--- config.mk ---
export PLATFORM = sky130hd
export DESIGN_NAME = fifo_sync_fwft
export DESIGN_NICKNAME = d
export VERILOG_FILES = /design/src/rtl/fifo_sync_fwft.sv
export SDC_FILE = /design/constraint.sdc
export NUM_CORES = 1
export LEC_CHECK = 0
export CAP_MARGIN = 40
export CORE_MARGIN = 1
export CORE_UTILIZATION = 35
export DETAILED_ROUTE_END_ITERATION = 7
export GPL_ROUTABILITY_DRIVEN = 0
export SLEW_MARGIN = 0
export SYNTH_ARGS = -nofsm -noshare
export SYNTH_HDL_FRONTEND = slang
export SYNTH_SLANG_ARGS = --single-unit
--- constraint.sdc ---
create_clock -name clk -period 3.8 [get_ports clk]
set_input_delay 0.38 -clock clk [delete_from_list [all_inputs] [get_ports clk]]
set_output_delay 0.38 -clock clk [all_outputs]
set_load 0.01 [all_outputs]
--- src/rtl/fifo_sync_fwft.sv ---
// Synchronous FIFO with registered-read or first-word-fall-through output.
// Ports: clk, rst (async high); wr_en/data_in push; rd_en pops to data_out;
//   clr_err clears the sticky overflow/underflow flags; full, empty,
//   almost_full, almost_empty and count report occupancy.
module fifo_sync_fwft #(
  parameter int DATA_WIDTH = 8,
  parameter int ADDR_WIDTH = 5,
  parameter int FWFT       = 0,
  parameter int AF_LEVEL   = (2 ** ADDR_WIDTH) - 2,
  parameter int AE_LEVEL   = 2
) (
  input  logic                  clk,
  input  logic                  rst,
  input  logic                  wr_en,
  input  logic                  rd_en,
  input  logic [DATA_WIDTH-1:0] data_in,
  input  logic                  clr_err,
  output logic [DATA_WIDTH-1:0] data_out,
  output logic                  full,
  output logic                  empty,
  output logic                  almost_full,
  output logic                  almost_empty,
  output logic [ADDR_WIDTH:0]   count,
  output logic                  overflow,
  output logic                  underflow
);

  localparam int DEPTH = 2 ** ADDR_WIDTH;
  localparam int CW    = ADDR_WIDTH + 1;

  localparam logic [CW-1:0] DEPTH_C = CW'(DEPTH);
  localparam logic [CW-1:0] AF_C    = CW'(AF_LEVEL);
  localparam logic [CW-1:0] AE_C    = CW'(AE_LEVEL);

  logic [DATA_WIDTH-1:0] mem [DEPTH];
  logic [ADDR_WIDTH-1:0] wr_ptr;
  logic [ADDR_WIDTH-1:0] rd_ptr;
  logic                  wr_acc;
  logic                  rd_acc;

  // A write into a full FIFO is fine when a read frees a slot the same cycle.
  assign rd_acc = rd_en && !empty;
  assign wr_acc = wr_en && (!full || rd_acc);

  assign full         = (count == DEPTH_C);
  assign empty        = (count == '0);
  assign almost_full  = (count >= AF_C);
  assign almost_empty = (count <= AE_C);

  always_ff @(posedge clk or posedge rst) begin
    if (rst) begin
      wr_ptr <= '0;
      rd_ptr <= '0;
      count  <= '0;
    end else begin
      if (wr_acc)
        wr_ptr <= wr_ptr + 1'b1;
      if (rd_acc)
        rd_ptr <= rd_ptr + 1'b1;
      unique case ({wr_acc, rd_acc})
        2'b10:   count <= count + 1'b1;
        2'b01:   count <= count - 1'b1;
        default: count <= count;
      endcase
    end
  end

  // Later assignment wins: a fresh error in the clear cycle keeps the flag.
  always_ff @(posedge clk or posedge rst) begin
    if (rst) begin
      overflow  <= 1'b0;
      underflow <= 1'b0;
    end else begin
      if (clr_err) begin
        overflow  <= 1'b0;
        underflow <= 1'b0;
      end
      if (wr_en && !wr_acc)
        overflow <= 1'b1;
      if (rd_en && !rd_acc)
        underflow <= 1'b1;
    end
  end

  // Storage is deliberately left out of reset.
  always_ff @(posedge clk) begin
    if (wr_acc)
      mem[wr_ptr] <= data_in;
  end

  generate
    if (FWFT == 0) begin : g_reg
      logic [DATA_WIDTH-1:0] dout_q;

      always_ff @(posedge clk or posedge rst) begin
        if (rst)
          dout_q <= '0;
        else if (rd_acc)
          dout_q <= mem[rd_ptr];
      end

      assign data_out = dout_q;
    end else begin : g_fwft
      // Head word is always on the output; valid while not empty.
      assign data_out = mem[rd_ptr];
    end
  endgenerate

endmodule

## Yosys cells after proc, flatten, opt, wreduce, memory -nomap -nowiden

Memory sizes are Yosys's and may differ from the RTL's. A register that Yosys moved wholly into a read port is not among the register bits.
Cells that the tools add are included.

- Input bits: 13
- RAM bits: 256
- Register bits after elaboration: 18
- Memories kept: 1

- Reductions and logical operators: 13
- $add $sub $neg: 4
- Magnitude comparators: 2
- Equal/unequal tests: 3
- Mux-type cells: 6

Memories:

| memory | words | bits a word | rd ports | clocked after memory_dff | write ports | line | source |
|---|---|---|---|---|---|---|---|
| mem | 32 | 8 | 1 | 1 | 1 | 35 | `logic [DATA_WIDTH-1:0] mem [DEPTH];` |

Operator list:

| cell | number |
|---|---|
| 6-bit case mux with 2 select lines | 1 |
| 5-bit by 1-bit adder with 5-bit output, second input constant | 2 |
| 6-bit by 1-bit adder with 6-bit output, second input constant | 1 |
| 6-bit equality test, second input constant | 1 |
| 6-bit by 5-bit greater-or-equal comparator with 1-bit output, second input constant | 1 |
| 6-bit by 2-bit <= comparator with 1-bit output, second input constant | 1 |
| 6-bit zero test | 1 |
| 2-bit nonzero test | 3 |
| 6-bit by 1-bit subtractor with 6-bit output, second input constant | 1 |
| 1-bit 2-to-1 mux | 5 |
| 1-bit logical AND | 4 |
| 1-bit zero test | 4 |
| 2-bit by 1-bit equality test with 1-bit output, second input constant | 1 |
| 2-bit equality test, second input constant | 1 |
| 1-bit logical OR | 1 |

## Logic depth before layout (Yosys ltp)

Gate-level depths: netlist (run 1).

- Word-level depth: 8
- Mapped depth: 13

## Worst setup path before layout (run 1)

No wires, ideal clock.

- Kind: flip-flop to flip-flop
- Start point: reg count[2]
- End point: reg count[5]
- Period minus slack after synthesis: 2942 ps
- Data arrival time: 2812 ps
- Cell stages (with the launch flop): 13
- Buffers on the path: 1
- Path slack: 858 ps
- Cell sequence: dfrtp_1 -> or4_4 -> nor3_4 -> nand2b_1 -> buf_6 -> inv_2 -> ha_1 -> ha_1 -> a21o_1 -> a21oi_1 -> nand4b_1 -> nand4_1 -> xor2_1

- Word-level cells in the longest chain between the ends: 7
- Elaborated cells between the ends (all ways): 13
- Those cells by class: add/sub (2); eq/ne (3); mux (1); reduce/logical (7)

RTL lines:

| element | line | source |
|---|---|---|
| from (decl) | 23 | `output logic [ADDR_WIDTH:0] count,` |
| from (signal assigned) | 61 | `2'b10: count <= count + 1'b1;` |
| from (signal assigned) | 62 | `2'b01: count <= count - 1'b1;` |
| from (signal assigned) | 63 | `default: count <= count;` |
| 6-bit zero test (*) | 46 | `assign empty = (count == '0);` |
| named net empty | 20 | `output logic empty,` |
| 1-bit zero test (*) | 42 | `assign rd_acc = rd_en && !empty;` |
| 1-bit logical AND (*) | 42 |  |
| named net rd_acc | 39 | `logic rd_acc;` |
| 1-bit logical OR | 43 | `assign wr_acc = wr_en && (!full \|\| rd_acc);` |
| 1-bit logical AND | 43 |  |
| 2-bit by 1-bit equality test with 1-bit output / 2-bit equality test (equally long branches) | 60 | `unique case ({wr_acc, rd_acc})` |
| 6-bit case mux with 2 select lines / 2-bit nonzero test (equally long branches) | n/a |  |

Mark *: on every way through the listed nets, which the timed path passes. The rest lies on a longest branch.
A chain may end at the register's enable or synchronous reset.

## Worst setup path after layout (run 1)

- Start point: reg count[2]
- End point: reg count[5]

- Word-level cells in the longest chain between the ends: 7
- Elaborated cells between the ends (all ways): 13
- Those cells by class: add/sub (2); eq/ne (3); mux (1); reduce/logical (7)

RTL lines:

| element | line |
|---|---|
| 6-bit zero test (*) | 46 |
| 1-bit zero test (*) | 42 |
| 1-bit logical AND (*) | 42 |
| named net rd_acc | 39 |
| 1-bit logical OR | 43 |
| 1-bit logical AND | 43 |
| 2-bit by 1-bit equality test with 1-bit output / 2-bit equality test (equally long branches) | 60 |
| 6-bit case mux with 2 select lines / 2-bit nonzero test (equally long branches) | n/a |

Marks and branches as above.

==> results of run 1 <==
==> state kept, by name (all words and copies together) (netlist names) <==
name and flops:
mem 256, data_out 8, count 6, rd_ptr 5, wr_ptr 5, overflow 1
underflow 1
==> where the power goes <==
part | leakage (nW) | total [mW] | switching (mW) | internal (mW)
combinational | 1.31 | 2.64 | 1.43 | 1.21
clock | 0.446 | 2.77 | 1.12 | 1.65
sequential | 2.62 | 4.06 | 0.363 | 3.69
==> area by class of cell <==
type | instances | area [um^2] | share of cell area (%)
Timing Repair Buffer | 60 | 570.5 | 4.349
Clock inverter | 17 | 181.4 | 1.383
Multi-Input combinational cell | 294 | 2719 | 20.73
Sequential cell | 282 | 8343 | 63.60
Tap cell | 402 | 503.0 | 3.834
Clock buffer | 33 | 740.7 | 5.647
Inverter | 16 | 60.06 | 0.4578
==> cell families (layout without fill, tap and decap cells) <==
logic type | count (synthesis) | in the layout
DFF | 282 | 282
buffers and inverters | 45 | 126
muxes | 88 | 88
and+or+nand+nor | 94 | 94
xor gates and xnor gates | 12 | 12
AOI/OAI and AO/OA | 89 | 89
adders and majority gates | 11 | 11
==> layout by cell type, fill, tap and decap left out, types with 4 or more instances in the layout <==
cell and count:
edfxtp_1 256, nor2_1 48, mux2i_1 36, mux4_2 34, clkdlybuf4s50_1 32, clkbuf_16 29, buf_4 25, dfrtp_1 24
a221oi_1 21, nand2_1 18, a21oi_1 17, o21ai_0 16, inv_1 15, mux2_2 15, ha_1 10, xnor2_1 9
a31oi_1 9, o221ai_1 7, a22oi_1 7, clkinv_1 7, a22o_2 6, nor3_1 4, nand4_1 4, clkbuf_1 4
clkinv_2 4, bufinv_16 4
==> routing by layer <==
metal / up-vias / wire [um] / GRT usage, % / part of all wire, %
li1: 2609 / - / - / -
met1: 3070 / 10930 / 21.81 / 44
met2: 234 / 11720 / 24.18 / 47
met3: 41 / 1486 / 2.126 / 6.0
met4: 0 / 630 / 4.508 / 2.5
met5: - / 0 / 0 / 0
==> final timing paths <==
path / cells after the start / end
setup / recovery: 11 / count[5]$_DFFE_PP0P_
hold / removal: 2 / overflow$_DFFE_PP0P_
setup reg to reg: 11 / count[5]$_DFFE_PP0P_
hold reg to reg: 2 / underflow$_DFFE_PP0P_
max in group asynchronous: 3 / rd_ptr[0]$_DFFE_PP0P_
min in group clk: 3 / overflow$_DFFE_PP0P_
==> stage by stage <==
stage / hold slack [ns] / std cells
5_1_grt: 0.2256 / 1104
3_5_place_dp: 0.5284 / 1054
3_3_place_gp: 0.5169 / 1052
2_1_floorplan: 0.4200 / 621
6_report: 0.1758 / 1104
4_1_cts: 0.1783 / 1104
==> worst register-to-register path, delay by kind of cell (launching register included) <==
kind / cells / cell delay [ns]
xor+xnor: 1 / 0.16
simple gates: 5 / 1.17
fa+ha+maj: 2 / 0.59
buf+inv: 1 / 0.09
flops: 1 / 0.45
compound gates: 2 / 0.41
==> flow_summary.toml, run 1 <==
[run_status]
run_status = "finished clean"

[yosys]
synth_simple_gate_area_share_pct = 3.960
syn_nets = 645
synth_top_area_share_pct = 67.96
netlist_area_um2 = 11310
yosys.area.top_type = "edfxtp_1"
synth_compound_area_share_pct = 5.718
muxShareOfSynthArea_pct = 12.14
async_flop_share_pct = 9.220
ys_warn_count = 0
syn_inst = 621
ys_top_cells_by_count = "edfxtp_1, nor2_1, mux2i_1"
synthTopCellsByArea = "edfxtp_1, mux4_2, dfrtp_1"
synth_top_family_by_area = "multiplexers"
synthAdderAreaFrac_pct = 1.283
post_synth.cell_area_avg_um2 = 18.22
ys.flop_type = "edfxtp_1"
yosysSeqAreaShare_pct = 73.71
ys_ff_latch = 282
synth_cell_types = 47
yosysMostFrequentCell = "edfxtp_1"
synthXorXnorAreaFrac_pct = 0.9291
synth_edf_count = 256

[floorplan]
die_area_um2 = 33040
core_um2 = 31720
rows = 65
io_pins = 33
start_util_pct = 35.66
die_w_um = 181.8
die_y_um = 181.8

[critical_path]
critPathMaxFanout = 8
reg2reg_from = "count[2]$_DFFE_PP0P_"
crit_type = "flop to flop"
crit_path_cell_trace = "or4_4, nor3_4, nand2b_1, inv_2, ha_1, ha_1, a21o_1, a21oi_1, nand4b_1, nand4_1, xor2_1"
startpoint = "count[2]$_DFFE_PP0P_"
crit_required_ns = 4.21
critical_path.max_stage_delay_ns = 0.58
critPathLaunchType = "flop"
path_delay_family = "simple AND/OR/NAND/NOR gates"
reg2reg_setup_slack_ns = 0.79
crit_slowest_cell = "or4_4"
crit_top_cell = "ha_1"
endpoint_kind = "flop"
arrival_ns = 3.42
critical_path_buf_inv_count = 1

[placed_design]
dp_slack_ns = 0.7630
io_buffers = 32
dp_hpwl_um = 15860
placed_cell_area_um2 = 12200

[timing]
grt_setup_unrepaired = "no"
tns_ns = 0
setup_slack_ns = 0.7880
timing.final.crit_share_pct = 79.26
slew_viol_final = 0
fin_skew_ns = 0.02136
finalCriticalPeriod_ns = 3.012
slew_headroom_pct = 47.57
max_freq_ghz = 0.3320
setup_viol = 0
hold_viol = 0
worst_slew_pin_slew_ns = 0.7865

[route]
viasPerCell = 5.393
drt-total-wl_um = 24770
drt_iter0_markers = 559
drtPass1Iterations = 5
antenna_left = 0
drc = 0
wire_per_inst_um = 22.43
vias = 5954

[cts]
postCtsSetupRepairBufs = 0
cts_htree_levels = 1
cts.clk_slew.worst_paths_ns = 0.06
insertion_delay_ns = 0.55
cts.sinks = 282
hold_buffers = 0
cts_tree = "done"
cts_resized = 0
cts_max_path_buffers = 3
cts_root_buffer = "clkbuf_16"
cts_made_buffers = 28

[layout]
fin_area_um2 = 13120
area_delta_synth_final_pct = 15.96
drive_gt1_share_pct = 19.09
nFillCells = 2763
fin_nets = 706
antenna_cells = 0
final_util_pct = 41.36

[grt]
grt_pass1_wl_um = 37850
antenna_found_initial = 0
grt_overflow_total = 0
grt_max_degree = 34
track_usage_pct = 15.23
first_global_vias = 5958

[hold_path]
hold_class = "input port to asynchronous set/reset pin"

[power_and_ir_drop]
cellLeakagePower_nw = 4.370
p_per_area_nw_per_um2 = 721.7
total_power_mw = 9.467
irDropWorstVdd_mv = 0.4244

[job]
cap_violations = 0
(Power assumes the default switching activity.)
==> run 2: changes to the inputs <==
clock period = 3.1 ns   (was 3.8 ns; I/O delays follow)
==> run 2 against run 1 <==
Utilization is 0.35 points higher. Global-route usage increased by 0.23 points. First-iteration DRC count increased by 21%. Sequential power up 21%. Clock power grew 13%. Worst setup slack worse by 0.64 ns.
==> flow_summary.toml, run 2 (synthesis gave the netlist of run 1 again) <==
[job]
cap_violations = 0

[timing]
fin_skew_ns = 0.01826
slew_headroom_pct = 52.73
max_freq_ghz = 0.3384
slew_viol_final = 0
timing.final.crit_share_pct = 95.33
setup_viol = 0
finalCriticalPeriod_ns = 2.955
grt_setup_unrepaired = "no"
hold_viol = 0
worst_slew_pin_slew_ns = 0.7064
tns_ns = 0

[placed_design]
dp_cells = 1079
dp_hpwl_um = 15800
placed_cell_area_um2 = 12380
io_buffers = 32

[layout]
regArea_um2 = 8343
area_delta_synth_final_pct = 16.96
multiInputGateArea_um2 = 2725
fin_area_um2 = 13230
fin_nets = 731
antenna_cells = 0
top_register = "mem"
largest_reg_flops = 256
drive_gt1_share_pct = 22.12
final_common_cell = "edfxtp_1"
mostFrequentLayoutCells = "edfxtp_1, buf_4, nor2_1"
nFillCells = 2816
layout.cells.non_filler = 1130

[power_and_ir_drop]
p_per_area_nw_per_um2 = 867.5
irDropWorstVdd_mv = 0.4388
cellLeakagePower_nw = 4.466

[cts]
cts_tree = "done"
cts.sinks = 282
hold_buffers = 0
cts_max_path_buffers = 3
postCtsSetupRepairBufs = 0
cts_htree_levels = 1
cts.clk_slew.worst_paths_ns = 0.06
cts_root_buffer = "clkbuf_16"
cts_made_buffers = 28
insertion_delay_ns = 0.55

[critical_path]
arrival_ns = 3.38
startpoint = "count[2]$_DFFE_PP0P_"
crit_end = "count[5]$_DFFE_PP0P_"
ff2ff_path_depth = 11
reg2reg_from = "count[2]$_DFFE_PP0P_"
critPathMaxFanout = 8
endpoint_kind = "flop"
critPathLaunchType = "flop"
reg2reg_setup_slack_ns = 0.14
r2r-end = "count[5]$_DFFE_PP0P_"
crit_type = "flop to flop"
crit_required_ns = 3.53

[route]
drt-total-wl_um = 25240
drt_iter0_markers = 674
viasPerCell = 5.356
vias = 6052
drtPass1Iterations = 5
drc = 0
antenna_left = 0
wire_per_inst_um = 22.34

[hold_path]
hold_class = "input port to asynchronous set/reset pin"

[grt]
grt_busiest_layer = "met2"
met2_usage_pct = 25.32
grtUsageMet1_pct = 21.79
grt_overflow_total = 0
antenna_found_initial = 0
grtUsageMet3_pct = 2.146
first_global_vias = 6281
grt_pass1_wl_um = 38680
track_usage_pct = 15.46
grt_max_degree = 50

[floorplan]
die_w_um = 181.8
start_util_pct = 35.66
io_pins = 33
core_um2 = 31720
die_area_um2 = 33040
die_y_um = 181.8
rows = 65

[run_status]
run_status = "finished clean"
[run 2: worst max-delay path, cell delays in order, from the launching register on]
cell	delay [ns]
dfrtp_1	0.45
or4_4	0.58
nor3_4	0.16
nand2b_1	0.18
inv_2	0.10
ha_2	0.24
ha_1	0.28
a21o_1	0.19
a21oi_2	0.21
nand4b_1	0.14
nand4_1	0.13
xor2_1	0.17
[run 2: final cells by class]
| class | count | share of cell area (%) |
|---|---|---|
| multi-input combinational | 294 | 20.60 |
| inverter | 16 | 0.4539 |
| timing repair buffer | 85 | 5.712 |
| sequential | 282 | 63.06 |
| clock buffer | 34 | 5.466 |
| tap | 402 | 3.802 |
| clock inverter | 17 | 0.9079 |
[run 2: report_power, final]
group | internal [mW] | switching (mW) | leakage, nW | total, mW
Combinational | 1.58 | 1.86 | 1.43 | 3.44
Sequential | 4.52 | 0.383 | 2.62 | 4.91
Clock | 1.74 | 1.39 | 0.414 | 3.13
Total | 7.84 | 3.64 | 4.47 | 11.5
[run 2: routing by layer]
layer,up-vias,wire (um)
met5,-,0
met1,3139,11080
met2,216,12260
met3,34,1407
li1,2663,-
met4,0,485
[run 2: worst min-delay path by stage]
| stage | cells after the start | endpoint | start | slack [ns] |
|---|---|---|---|---|
| 6_report | 2 | count[0]$_DFFE_PP0P_ | rst | 0.1 |
| 5_1_grt | 2 | count[0]$_DFFE_PP0P_ | rst | 0.14 |
| 4_1_cts | 2 | count[4]$_DFFE_PP0P_ | rst | 0.10 |
| 3_5_place_dp | 1 | data_out[0]$_DFFE_PP0P_ | data_out[0]$_DFFE_PP0P_ | 0.50 |
| 3_3_place_gp | 1 | rd_ptr[4]$_DFFE_PP0P_ | rd_ptr[4]$_DFFE_PP0P_ | 0.52 |
| 2_1_floorplan | 1 | count[0]$_DFFE_PP0P_ | rst | 0.35 |
[run 2: per-stage QoR]
step                power, mW  worst slack [ns]  utilization (%)  hold WS [ns]
floorplan               7.143            0.1576                -        0.3500
global placement        8.327            0.2108            39.03        0.5155
finish                  11.48            0.1448            41.71       0.09594
global route            12.01           0.02077            41.71        0.1397
detailed placement      8.426           0.05917            39.03        0.4986
CTS                     11.56           0.03822            41.69        0.1030
[run 2: what timing repair did]
| action | in CTS | in global routing |
|---|---|---|
| endpoints found under the hold margin | 0 | 0 |
| resized for setup | 0 | 2 |
| setup endpoints to repair | 0 | 1 |
